===== config.mk =====
export PLATFORM = sky130hd
export DESIGN_NAME = adc_capture_sequencer_flat
export DESIGN_NICKNAME = d
export VERILOG_FILES = /design/src/rtl/adc_capture_sequencer_if.sv /design/src/rtl/adc_capture_sequencer.sv /design/src/flat_wrapper.sv
export SDC_FILE = /design/constraint.sdc
export NUM_CORES = 1
export LEC_CHECK = 0
export ABC_CLOCK_PERIOD_IN_PS = 5900
export CAP_MARGIN = 20
export CORE_MARGIN = 2
export CORE_UTILIZATION = 50
export DETAILED_ROUTE_END_ITERATION = 6
export PLACE_DENSITY = 0.77
export SLEW_MARGIN = 20
export SYNTH_ARGS = -nofsm -noshare
export SYNTH_HDL_FRONTEND = slang
export SYNTH_SLANG_ARGS = --single-unit
export TNS_END_PERCENT = 1

===== constraint.sdc =====
create_clock -name aclk -period 5.9 [get_ports aclk]
set_input_delay 0.59 -clock aclk [delete_from_list [all_inputs] [get_ports aclk]]
set_output_delay 0.59 -clock aclk [all_outputs]
set_load 0.01 [all_outputs]

===== src/rtl/adc_capture_sequencer_if.sv =====
// Control/status bundle between the ADC datapath/CSR side (master) and the
// capture sequencer (slave).
interface adc_capture_sequencer_if #(
  parameter int SUM_WIDTH = 16,
  parameter int LEN_WIDTH = 32
);
  logic [SUM_WIDTH-1:0] sum_in;
  logic [63:0]          sample_in;
  logic [SUM_WIDTH-1:0] cfg_level;
  logic [SUM_WIDTH-1:0] cfg_hyst;
  logic [LEN_WIDTH-1:0] cfg_min_len;
  logic [LEN_WIDTH-1:0] cfg_max_len;
  logic [LEN_WIDTH-1:0] cfg_holdoff;
  logic [15:0]          cfg_max_records;
  logic                 arm;
  logic                 abort;
  logic                 capture_en;
  logic                 rec_start;
  logic                 rec_end;
  logic                 clear_max;
  logic [2:0]           state;
  logic [63:0]          trig_sample;
  logic [63:0]          release_sample;
  logic [15:0]          record_count;
  logic [31:0]          samples_sent;
  logic                 done;

  modport master (
    output sum_in, sample_in, cfg_level, cfg_hyst, cfg_min_len, cfg_max_len,
           cfg_holdoff, cfg_max_records, arm, abort,
    input  capture_en, rec_start, rec_end, clear_max, state, trig_sample,
           release_sample, record_count, samples_sent, done
  );
  modport slave (
    input  sum_in, sample_in, cfg_level, cfg_hyst, cfg_min_len, cfg_max_len,
           cfg_holdoff, cfg_max_records, arm, abort,
    output capture_en, rec_start, rec_end, clear_max, state, trig_sample,
           release_sample, record_count, samples_sent, done
  );
endinterface


===== src/rtl/adc_capture_sequencer.sv =====
// Arm -> trigger -> capture -> holdoff sequencer gating ADC stream capture.
// All outputs are registered; the sample seen on the trigger edge is record sample 1.
module adc_capture_sequencer #(
  parameter int SUM_WIDTH = 16,
  parameter int LEN_WIDTH = 32
) (
  input logic                    aclk,
  input logic                    aresetn,
  adc_capture_sequencer_if.slave bus
);
  localparam logic [2:0] S_IDLE    = 3'd0;
  localparam logic [2:0] S_ARMED   = 3'd1;
  localparam logic [2:0] S_CAPTURE = 3'd2;
  localparam logic [2:0] S_HOLDOFF = 3'd3;
  localparam logic [2:0] S_DONE    = 3'd4;

  logic [2:0]           state_q, state_d;
  logic [SUM_WIDTH-1:0] level_q, level_d, lo_q, lo_d;
  logic [LEN_WIDTH-1:0] min_len_q, min_len_d, max_len_q, max_len_d;
  logic [LEN_WIDTH-1:0] holdoff_q, holdoff_d;
  logic [15:0]          max_rec_q, max_rec_d;
  logic [LEN_WIDTH-1:0] len_q, len_d, hold_cnt_q, hold_cnt_d;
  logic [15:0]          rec_cnt_q, rec_cnt_d;
  logic [31:0]          sent_q, sent_d;
  logic [63:0]          trig_q, trig_d, rel_q, rel_d;
  logic                 cap_q, cap_d, rs_q, rs_d, re_q, re_d;
  logic                 clr_q, clr_d, done_q, done_d;

  logic [SUM_WIDTH:0]   lo_wide;
  logic [LEN_WIDTH-1:0] len_nxt;
  logic                 end_hit;

  assign lo_wide = {1'b0, bus.cfg_level} - {1'b0, bus.cfg_hyst};
  // End decision is made one edge early so rec_end lands on the last capture_en cycle.
  assign len_nxt = (state_q == S_ARMED) ? LEN_WIDTH'(1) : len_q + LEN_WIDTH'(1);
  assign end_hit = (len_nxt == max_len_q) ||
                   ((len_nxt >= min_len_q) && (bus.sum_in < lo_q));

  always_comb begin
    state_d    = state_q;
    level_d    = level_q;
    lo_d       = lo_q;
    min_len_d  = min_len_q;
    max_len_d  = max_len_q;
    holdoff_d  = holdoff_q;
    max_rec_d  = max_rec_q;
    len_d      = len_q;
    hold_cnt_d = hold_cnt_q;
    rec_cnt_d  = rec_cnt_q;
    sent_d     = sent_q;
    trig_d     = trig_q;
    rel_d      = rel_q;
    cap_d      = 1'b0;
    rs_d       = 1'b0;
    re_d       = 1'b0;
    clr_d      = 1'b0;
    if (bus.abort) begin
      state_d = S_IDLE;
    end else begin
      case (state_q)
        S_IDLE, S_DONE: if (bus.arm) begin
          state_d   = S_ARMED;
          level_d   = bus.cfg_level;
          lo_d      = lo_wide[SUM_WIDTH] ? '0 : lo_wide[SUM_WIDTH-1:0];
          min_len_d = bus.cfg_min_len;
          max_len_d = (bus.cfg_max_len == '0) ? LEN_WIDTH'(1) : bus.cfg_max_len;
          holdoff_d = bus.cfg_holdoff;
          max_rec_d = bus.cfg_max_records;
          rec_cnt_d = '0;
          sent_d    = '0;
          trig_d    = '0;
          rel_d     = '0;
          clr_d     = 1'b1;
        end
        S_ARMED: if (bus.sum_in > level_q) begin
          state_d = S_CAPTURE;
          trig_d  = bus.sample_in;
          if (rec_cnt_q != 16'hFFFF) rec_cnt_d = rec_cnt_q + 16'd1;
          len_d   = len_nxt;
          cap_d   = 1'b1;
          rs_d    = 1'b1;
          if (end_hit) begin
            re_d  = 1'b1;
            rel_d = bus.sample_in;
          end
        end
        S_CAPTURE: begin
          if (re_q) begin
            if ((max_rec_q != '0) && (rec_cnt_q == max_rec_q)) begin
              state_d = S_DONE;
            end else if (holdoff_q == '0) begin
              state_d = S_ARMED;
            end else begin
              state_d    = S_HOLDOFF;
              hold_cnt_d = LEN_WIDTH'(1);
            end
          end else begin
            len_d = len_nxt;
            cap_d = 1'b1;
            if (end_hit) begin
              re_d  = 1'b1;
              rel_d = bus.sample_in;
            end
          end
        end
        S_HOLDOFF: begin
          if (hold_cnt_q >= holdoff_q) state_d = S_ARMED;
          else hold_cnt_d = hold_cnt_q + LEN_WIDTH'(1);
        end
        default: state_d = S_IDLE;
      endcase
    end
    if (cap_d && (sent_q != 32'hFFFF_FFFF)) sent_d = sent_q + 32'd1;
    done_d = (state_d == S_DONE);
  end

  always_ff @(posedge aclk or negedge aresetn) begin
    if (!aresetn) begin
      state_q    <= S_IDLE;
      level_q    <= '0;
      lo_q       <= '0;
      min_len_q  <= '0;
      max_len_q  <= '0;
      holdoff_q  <= '0;
      max_rec_q  <= '0;
      len_q      <= '0;
      hold_cnt_q <= '0;
      rec_cnt_q  <= '0;
      sent_q     <= '0;
      trig_q     <= '0;
      rel_q      <= '0;
      cap_q      <= 1'b0;
      rs_q       <= 1'b0;
      re_q       <= 1'b0;
      clr_q      <= 1'b0;
      done_q     <= 1'b0;
    end else begin
      state_q    <= state_d;
      level_q    <= level_d;
      lo_q       <= lo_d;
      min_len_q  <= min_len_d;
      max_len_q  <= max_len_d;
      holdoff_q  <= holdoff_d;
      max_rec_q  <= max_rec_d;
      len_q      <= len_d;
      hold_cnt_q <= hold_cnt_d;
      rec_cnt_q  <= rec_cnt_d;
      sent_q     <= sent_d;
      trig_q     <= trig_d;
      rel_q      <= rel_d;
      cap_q      <= cap_d;
      rs_q       <= rs_d;
      re_q       <= re_d;
      clr_q      <= clr_d;
      done_q     <= done_d;
    end
  end

  assign bus.capture_en     = cap_q;
  assign bus.rec_start      = rs_q;
  assign bus.rec_end        = re_q;
  assign bus.clear_max      = clr_q;
  assign bus.state          = state_q;
  assign bus.trig_sample    = trig_q;
  assign bus.release_sample = rel_q;
  assign bus.record_count   = rec_cnt_q;
  assign bus.samples_sent   = sent_q;
  assign bus.done           = done_q;
endmodule


===== src/flat_wrapper.sv =====
// flat-port wrapper written by rule: the top's interface ports become plain ports
module adc_capture_sequencer_flat 
#(
  parameter int SUM_WIDTH = 16,
  parameter int LEN_WIDTH = 32
)
  (aclk, aresetn, bus_sum_in, bus_sample_in, bus_cfg_level, bus_cfg_hyst, bus_cfg_min_len, bus_cfg_max_len, bus_cfg_holdoff, bus_cfg_max_records, bus_arm, bus_abort, bus_capture_en, bus_rec_start, bus_rec_end, bus_clear_max, bus_state, bus_trig_sample, bus_release_sample, bus_record_count, bus_samples_sent, bus_done);
  adc_capture_sequencer_if #(.SUM_WIDTH(SUM_WIDTH), .LEN_WIDTH(LEN_WIDTH)) bus_i ();
  input logic aclk;
  input logic aresetn;
  input wire logic [$bits(bus_i.sum_in)-1:0] bus_sum_in;
  input wire logic [$bits(bus_i.sample_in)-1:0] bus_sample_in;
  input wire logic [$bits(bus_i.cfg_level)-1:0] bus_cfg_level;
  input wire logic [$bits(bus_i.cfg_hyst)-1:0] bus_cfg_hyst;
  input wire logic [$bits(bus_i.cfg_min_len)-1:0] bus_cfg_min_len;
  input wire logic [$bits(bus_i.cfg_max_len)-1:0] bus_cfg_max_len;
  input wire logic [$bits(bus_i.cfg_holdoff)-1:0] bus_cfg_holdoff;
  input wire logic [$bits(bus_i.cfg_max_records)-1:0] bus_cfg_max_records;
  input wire logic [$bits(bus_i.arm)-1:0] bus_arm;
  input wire logic [$bits(bus_i.abort)-1:0] bus_abort;
  output wire logic [$bits(bus_i.capture_en)-1:0] bus_capture_en;
  output wire logic [$bits(bus_i.rec_start)-1:0] bus_rec_start;
  output wire logic [$bits(bus_i.rec_end)-1:0] bus_rec_end;
  output wire logic [$bits(bus_i.clear_max)-1:0] bus_clear_max;
  output wire logic [$bits(bus_i.state)-1:0] bus_state;
  output wire logic [$bits(bus_i.trig_sample)-1:0] bus_trig_sample;
  output wire logic [$bits(bus_i.release_sample)-1:0] bus_release_sample;
  output wire logic [$bits(bus_i.record_count)-1:0] bus_record_count;
  output wire logic [$bits(bus_i.samples_sent)-1:0] bus_samples_sent;
  output wire logic [$bits(bus_i.done)-1:0] bus_done;
  assign bus_i.sum_in = bus_sum_in;
  assign bus_i.sample_in = bus_sample_in;
  assign bus_i.cfg_level = bus_cfg_level;
  assign bus_i.cfg_hyst = bus_cfg_hyst;
  assign bus_i.cfg_min_len = bus_cfg_min_len;
  assign bus_i.cfg_max_len = bus_cfg_max_len;
  assign bus_i.cfg_holdoff = bus_cfg_holdoff;
  assign bus_i.cfg_max_records = bus_cfg_max_records;
  assign bus_i.arm = bus_arm;
  assign bus_i.abort = bus_abort;
  assign bus_capture_en = bus_i.capture_en;
  assign bus_rec_start = bus_i.rec_start;
  assign bus_rec_end = bus_i.rec_end;
  assign bus_clear_max = bus_i.clear_max;
  assign bus_state = bus_i.state;
  assign bus_trig_sample = bus_i.trig_sample;
  assign bus_release_sample = bus_i.release_sample;
  assign bus_record_count = bus_i.record_count;
  assign bus_samples_sent = bus_i.samples_sent;
  assign bus_done = bus_i.done;
  adc_capture_sequencer #(.SUM_WIDTH(SUM_WIDTH), .LEN_WIDTH(LEN_WIDTH)) u_core (.aclk(aclk), .aresetn(aresetn), .bus(bus_i));
endmodule

==> results of run 1 <==
==> sequential cells by signal, summed over array words and instances (netlist names), 3 cells and up <==
register                   count
u_core.bus.record_count       16
u_core.bus.release_sample     64
u_core.bus.samples_sent       32
u_core.bus.state               3
u_core.bus.trig_sample        64
u_core.hold_cnt_q             32
u_core.holdoff_q              32
u_core.len_q                  32
u_core.level_q                16
u_core.lo_q                   16
u_core.max_len_q              32
u_core.max_rec_q              16
u_core.min_len_q              32
==> path summary, 6_finish.rpt <==
| path | depth (start not counted) | slack (ns) | from | endpoint |
|---|---|---|---|---|
| setup / recovery | 14 | 0.67 | u_core.len_q[0]$_DFFE_PN0P_ | u_core.bus.release_sample[9]$_DFFE_PN0P_ |
| hold / removal | 1 | -0.007 | aresetn | u_core.holdoff_q[26]$_DFFE_PN0P_ |
| setup reg to reg | 14 | 0.67 | u_core.len_q[0]$_DFFE_PN0P_ | u_core.bus.release_sample[9]$_DFFE_PN0P_ |
| hold reg to reg | 2 | 0.50 | u_core.max_len_q[29]$_DFFE_PN0P_ | u_core.max_len_q[29]$_DFFE_PN0P_ |
| max in group asynchronous | 2 | 4.46 | aresetn | u_core.bus.release_sample[0]$_DFFE_PN0P_ |
| min in group aclk | 2 | 0.50 | u_core.max_len_q[29]$_DFFE_PN0P_ | u_core.max_len_q[29]$_DFFE_PN0P_ |
==> logic make-up (layout without fill, tap and decap cells) <==
kind of cell    Yosys count  after routing  share of synthesized area
xor+xnor                 94             94                     0.0378
simple gates            980            980                      0.204
buf+inv                 366            733                     0.0659
flops                   392            392                      0.443
fa+ha+maj               116            116                     0.0659
compound gates          617            617                      0.176
mux                      16             16                    0.00757
other cells               0              4                          0
==> layer usage <==
metal | up-vias | track usage
li1 | 9537 | -
met1 | 9902 | 0.395
met2 | 727 | 0.486
met3 | 144 | 0.0607
met4 | 0 | 0.113
met5 | - | 0
==> placed cells by master, fill, tap and decap left out, types with 8 or more instances in the layout <==
cell,count
nand4_1,48
nor3_1,61
xor2_1,29
clkbuf_1,11
buf_4,22
dfrtp_1,392
nor2_1,89
or3_1,14
mux2i_1,10
nand2_1,541
ha_1,115
a21oi_1,126
nor2b_1,9
a21o_1,29
and2_1,15
o21ai_0,234
a22o_1,13
or4_1,11
clkbuf_16,45
o31ai_1,38
and4_1,17
nor4_1,55
nor3b_1,8
o21ai_1,61
clkdlybuf4s50_1,410
nand3_1,50
clkinv_2,13
and3_1,23
nand2b_1,10
o31ai_2,49
or2_2,10
a211oi_1,9
inv_1,210
xnor2_1,64
==> stage by stage <==
stage          utilization  power [mW]
2_1_floorplan            -        4.74
3_3_place_gp         0.607        5.63
3_5_place_dp         0.607        5.73
4_1_cts              0.641        8.64
5_1_grt              0.642        9.07
6_report             0.642        8.61
==> power by group through the flow <==
stage / clock network [mW] / logic (mW) / registers [mW]
floorplan: 0 / 1.26 / 3.47
global placement: 0 / 2.14 / 3.49
detailed placement: 0 / 2.22 / 3.51
CTS: 2.93 / 2.24 / 3.47
global route: 3.03 / 2.51 / 3.53
finish: 2.88 / 2.25 / 3.48
==> critical path, stage by stage, from the launching register on <==
cell      delay, ns
dfrtp_1        0.50
ha_1           0.28
nand4_1        0.35
or4_1          0.52
a21oi_1        0.36
ha_1           0.31
a211o_1        0.31
or3_1          0.32
a211oi_1       0.21
nor3_1         0.12
o41ai_1        0.75
a211oi_4       0.18
o21ba_4        0.51
buf_12         0.25
o31ai_1        0.09
==> cell type report <==
class	instances	area [um^2]
clock buffer	61	1240
clock inverter	21	265
sequential	392	9810
tap	592	741
timing repair buffer	438	4380
inverter	213	806
fill	3631	15700
antenna	4	10.0
multi-input combinational	1823	10900
==> flow_summary.yaml, run 1 <==
status:
  status: "finished with violations"
  violations: "negative hold slack"
clocking:
  clock_latency_ns: 0.58
  clk_pin_slew_ns: 0.06
  cts_tree: "built"
  cts_resized: 0
  cts_hold_buf: 0
  root_buffer: "clkbuf_16"
  clockBufferDepth: 3
  cts_setup_buffers: 0
  numCtsBuffers: 44
  htree_levels: 2
  cts_num_sinks: 392
timing:
  grt_setup_unrepaired: "no"
  hold_viol_final: 2
  post-route-period-util: 0.886
  fin_ws_ns: 0.672
  holdWs_ns: -0.00671
  fmax_mhz: 191
  tightest_slew_ns: 1.06
  max-slew-margin-rel: 0.292
  tns_ns: 0
  clock_skew_ns: 0.0208
  slew_viol_final: 0
  layout_min_cycle_time_ns: 5.23
  final-setup-viol-count: 0
final_layout:
  syn_to_final_growth_pct: 27.2
  fin_area_mm2: 0.0282
  drive_above_1_share: 0.0624
  final_cells: 3544
  num-nets-final: 3256
detailed_routing:
  via_per_inst: 5.73
  top_layer: "met4"
  vias: 20300
  wl_um: 69200
  dr.pass1.iters: 5
  wl_per_cell_um: 19.5
  drc: 0
  wl_met1_um: 29100
  met2WireLength_um: 32700
  drt_iter0_drc: 1982
  wl_met3_um: 4930
  postRouteAntennaNets: 0
power:
  power_frac_clock: 0.335
  ir_drop_uv: 211
  power_density_mw_per_mm2: 306
  seqPwrFrac: 0.404
  p_switching_mw: 2.77
  p_leak_nw: 12.6
  intPower_mw: 5.84
  p_sw_frac: 0.322
  power_frac_comb: 0.261
worst_setup_path:
  arrival_ns: 5.65
  startpoint_type: "flip-flop"
  cp.required_ns: 6.32
  setup.worst_path.end_class: "flip-flop"
  crit_fanout: 28
  worst-setup-path-type: "reg -> reg"
synth:
  postSynth.asyncResetShare: 1.00
  synth_top_area_share: 0.443
  ys_seq_elements: 392
  yosys-top-cells-count: "nand2_1, dfrtp_1, o21ai_0"
  syn-num-nets: 2925
  ys_types: 71
  ys_seq_area_frac: 0.443
  ys_warn_count: 0
  syn-instance-count: 2581
  yosysMostFrequentCell: "nand2_1"
  postSynthAreaPerCell_um2: 8.58
  synth_area_leaders: "dfrtp_1, nand2_1, ha_1, o21ai_0, inv_1"
  synth_top_cell_by_area: "dfrtp_1"
  synthFlopType: "dfrtp_1"
  synth-edff-count: 0
  synth_area_mm2: 0.0222
placed_design:
  gp_congestion: 0.907
  port_buffers: 411
  place_area_mm2: 0.0267
  post-dp-hpwl_um: 49700
  placedCellCount: 3458
  dp_slack_ns: 0.769
grt:
  grt_first_pass_wirelength_um: 111000
  grt_usage: 0.299
  grt_overflow_total: 0
  grt_pass1_vias: 20300
  grt_max_degree: 162
  antenna_found_initial: 4
die:
  num_rows: 77
  start_util: 0.504
  die_w_um: 214
  io_pins: 412
  core-area_mm2: 0.0439
  die-area_mm2: 0.0460
  die_y_um: 214
worst_hold_path:
  min_path_type: "in -> async"
run:
  max_cap_violations: 0
Note: power is estimated with default switching activity, not from simulation.
==> run 2, diff against run 1 <==
--- a/config.mk
+++ b/config.mk
@@ -5,7 +5,7 @@
 export SDC_FILE = /design/constraint.sdc
 export NUM_CORES = 1
 export LEC_CHECK = 0
-export ABC_CLOCK_PERIOD_IN_PS = 5900
+export ABC_CLOCK_PERIOD_IN_PS = 6170
 export CAP_MARGIN = 20
 export CORE_MARGIN = 2
 export CORE_UTILIZATION = 50
==> constraint.sdc (replaced) <==
create_clock -name aclk -period 6.17 [get_ports aclk]
set_input_delay 0.617 -clock aclk [delete_from_list [all_inputs] [get_ports aclk]]
set_output_delay 0.617 -clock aclk [all_outputs]
set_load 0.01 [all_outputs]
==> run 2 against run 1 <==
Net effect:
- the run now ends clean
- hold slack better by 0.11 ns
- sequential cell count stayed put
- via count is 0.38% lower
- register-to-register slack better by 0.26 ns
- power is 4.3% lower
- final area hardly changed
- die area stayed put
- clock skew is 0.0095 ns higher
- clock power is 4% lower
- sequential power is 4% lower
- first-iteration DRC count is 13% lower
- critical endpoint is now u_core.bus.release_sample[35]$_DFFE_PN0P_
==> flow_summary.yaml, run 2 (same netlist as run 1, synthesis figures left out) <==
worst_setup_path:
  cpMostUsedCell: "ha_1"
  crit_fanout: 26
  cp_cell_sequence: "ha_1 > nand4_1 > or4_1 > a21oi_1 > ha_1 > a211o_1 > or3_1 > a211oi_1 > nor3_1 > o41ai_1 > a211oi_4 > o21ba_4 > buf_4 > o31ai_2"
  crit_buf_inv: 1
  startpoint_type: "flip-flop"
  crit_family: "compound AO/OA/AOI/OAI gates"
  cpMaxStageDelayCell: "o41ai_1"
  arrival_ns: 5.69
  cp.required_ns: 6.63
  setup.worst_path.end_class: "flip-flop"
  max_stage_delay_ns: 0.67
  worst-setup-path-type: "reg -> reg"
timing:
  final-setup-viol-count: 0
  post-route-period-util: 0.849
  fin_ws_ns: 0.933
  hold_viol_final: 0
  layout_min_cycle_time_ns: 5.24
  fmax_mhz: 191
  grt_setup_unrepaired: "no"
  clock_skew_ns: 0.0303
  holdWs_ns: 0.101
  slew_viol_final: 0
  tns_ns: 0
  max-slew-margin-rel: 0.230
  tightest_slew_ns: 1.13
die:
  io_pins: 412
  start_util: 0.504
  die_w_um: 214
  die_y_um: 214
  num_rows: 77
  core-area_mm2: 0.0439
  die-area_mm2: 0.0460
clocking:
  htree_levels: 2
  cts_hold_buf: 0
  cts_setup_buffers: 0
  numCtsBuffers: 45
  cts_tree: "built"
  root_buffer: "clkbuf_16"
  clk_pin_slew_ns: 0.06
  cts_num_sinks: 392
  clock_latency_ns: 0.59
  cts_resized: 0
  clockBufferDepth: 3
placed_design:
  dp_slack_ns: 1.07
  place_area_mm2: 0.0266
  placedCellCount: 3453
  port_buffers: 411
  post-dp-hpwl_um: 49200
  gp_congestion: 0.911
final_layout:
  multi_input_area_mm2: 0.0109
  num-nets-final: 3253
  fillCellCount: 3678
  layout_commonest_cell: "nand2_1"
  final_cells: 3542
  fin_area_mm2: 0.0282
  syn_to_final_growth_pct: 27.2
  seqCellArea_mm2: 0.00981
  drive_above_1_share: 0.0612
  final_util: 0.641
  final_cell_mix: "nand2_1, clkdlybuf4s50_1, dfrtp_1"
grt:
  antenna_found_initial: 7
  grt_usage: 0.299
  grt_overflow_total: 0
  grt_max_degree: 173
  grt_first_pass_wirelength_um: 111000
  grt_pass1_vias: 20100
detailed_routing:
  vias: 20200
  top_layer: "met4"
  wl_per_cell_um: 19.7
  drc: 0
  wl_um: 69800
  via_per_inst: 5.71
  met2WireLength_um: 32600
  postRouteAntennaNets: 0
  drt_iter0_drc: 1715
  dr.pass1.iters: 5
  wl_met3_um: 4940
  wl_met1_um: 29600
power:
  power_density_mw_per_mm2: 293
  power.total_mw: 8.24
  ir_drop_uv: 225
  p_leak_nw: 12.6
run:
  max_cap_violations: 0
worst_hold_path:
  min_path_type: "in -> async"
status:
  status: "completed"
run 2: changes by cell type in the layout (fill, tap and decap cells not counted), moves of 3 or more:
cell	delta
buf_4	-6
clkinv_2	-4
diode_2	+3
clkbuf_8	+5
run 2: worst paths after layout:
kind | startpoint | end | slack [ns] | cells after the start
max reg2reg | u_core.len_q[0]$_DFFE_PN0P_ | u_core.bus.release_sample[35]$_DFFE_PN0P_ | 0.93 | 14
min reg2reg | u_core.lo_q[3]$_DFFE_PN0P_ | u_core.lo_q[3]$_DFFE_PN0P_ | 0.49 | 1
min in group aclk | u_core.lo_q[3]$_DFFE_PN0P_ | u_core.lo_q[3]$_DFFE_PN0P_ | 0.49 | 1
min | aresetn | u_core.holdoff_q[23]$_DFFE_PN0P_ | 0.10 | 1
max | u_core.len_q[0]$_DFFE_PN0P_ | u_core.bus.release_sample[35]$_DFFE_PN0P_ | 0.93 | 14
max in group asynchronous | aresetn | u_core.bus.trig_sample[30]$_DFFE_PN0P_ | 4.63 | 2
run 2: power breakdown:
group | total [mW] | internal (mW) | leakage [nW] | switching, mW
Sequential | 3.33 | 3.01 | 5.21 | 0.320
Combinational | 2.15 | 0.921 | 6.67 | 1.23
Clock | 2.76 | 1.63 | 0.744 | 1.13
run 2: layout make-up:
type | instances | area share
diodes | 7 | 0.000622
inverters | 213 | 0.0286
clock buffers | 64 | 0.0460
well taps | 592 | 0.0263
repair buffers | 434 | 0.155
clock inverters | 17 | 0.00768
flip-flops and latches | 392 | 0.348
multi-input cells | 1823 | 0.388
run 2: metal layers:
metal  vias to the layer above  track usage
met1                      9784        0.397
met3                       163       0.0627
li1                       9541            -
met5                         -            0
met2                       745        0.478
met4                         0        0.120
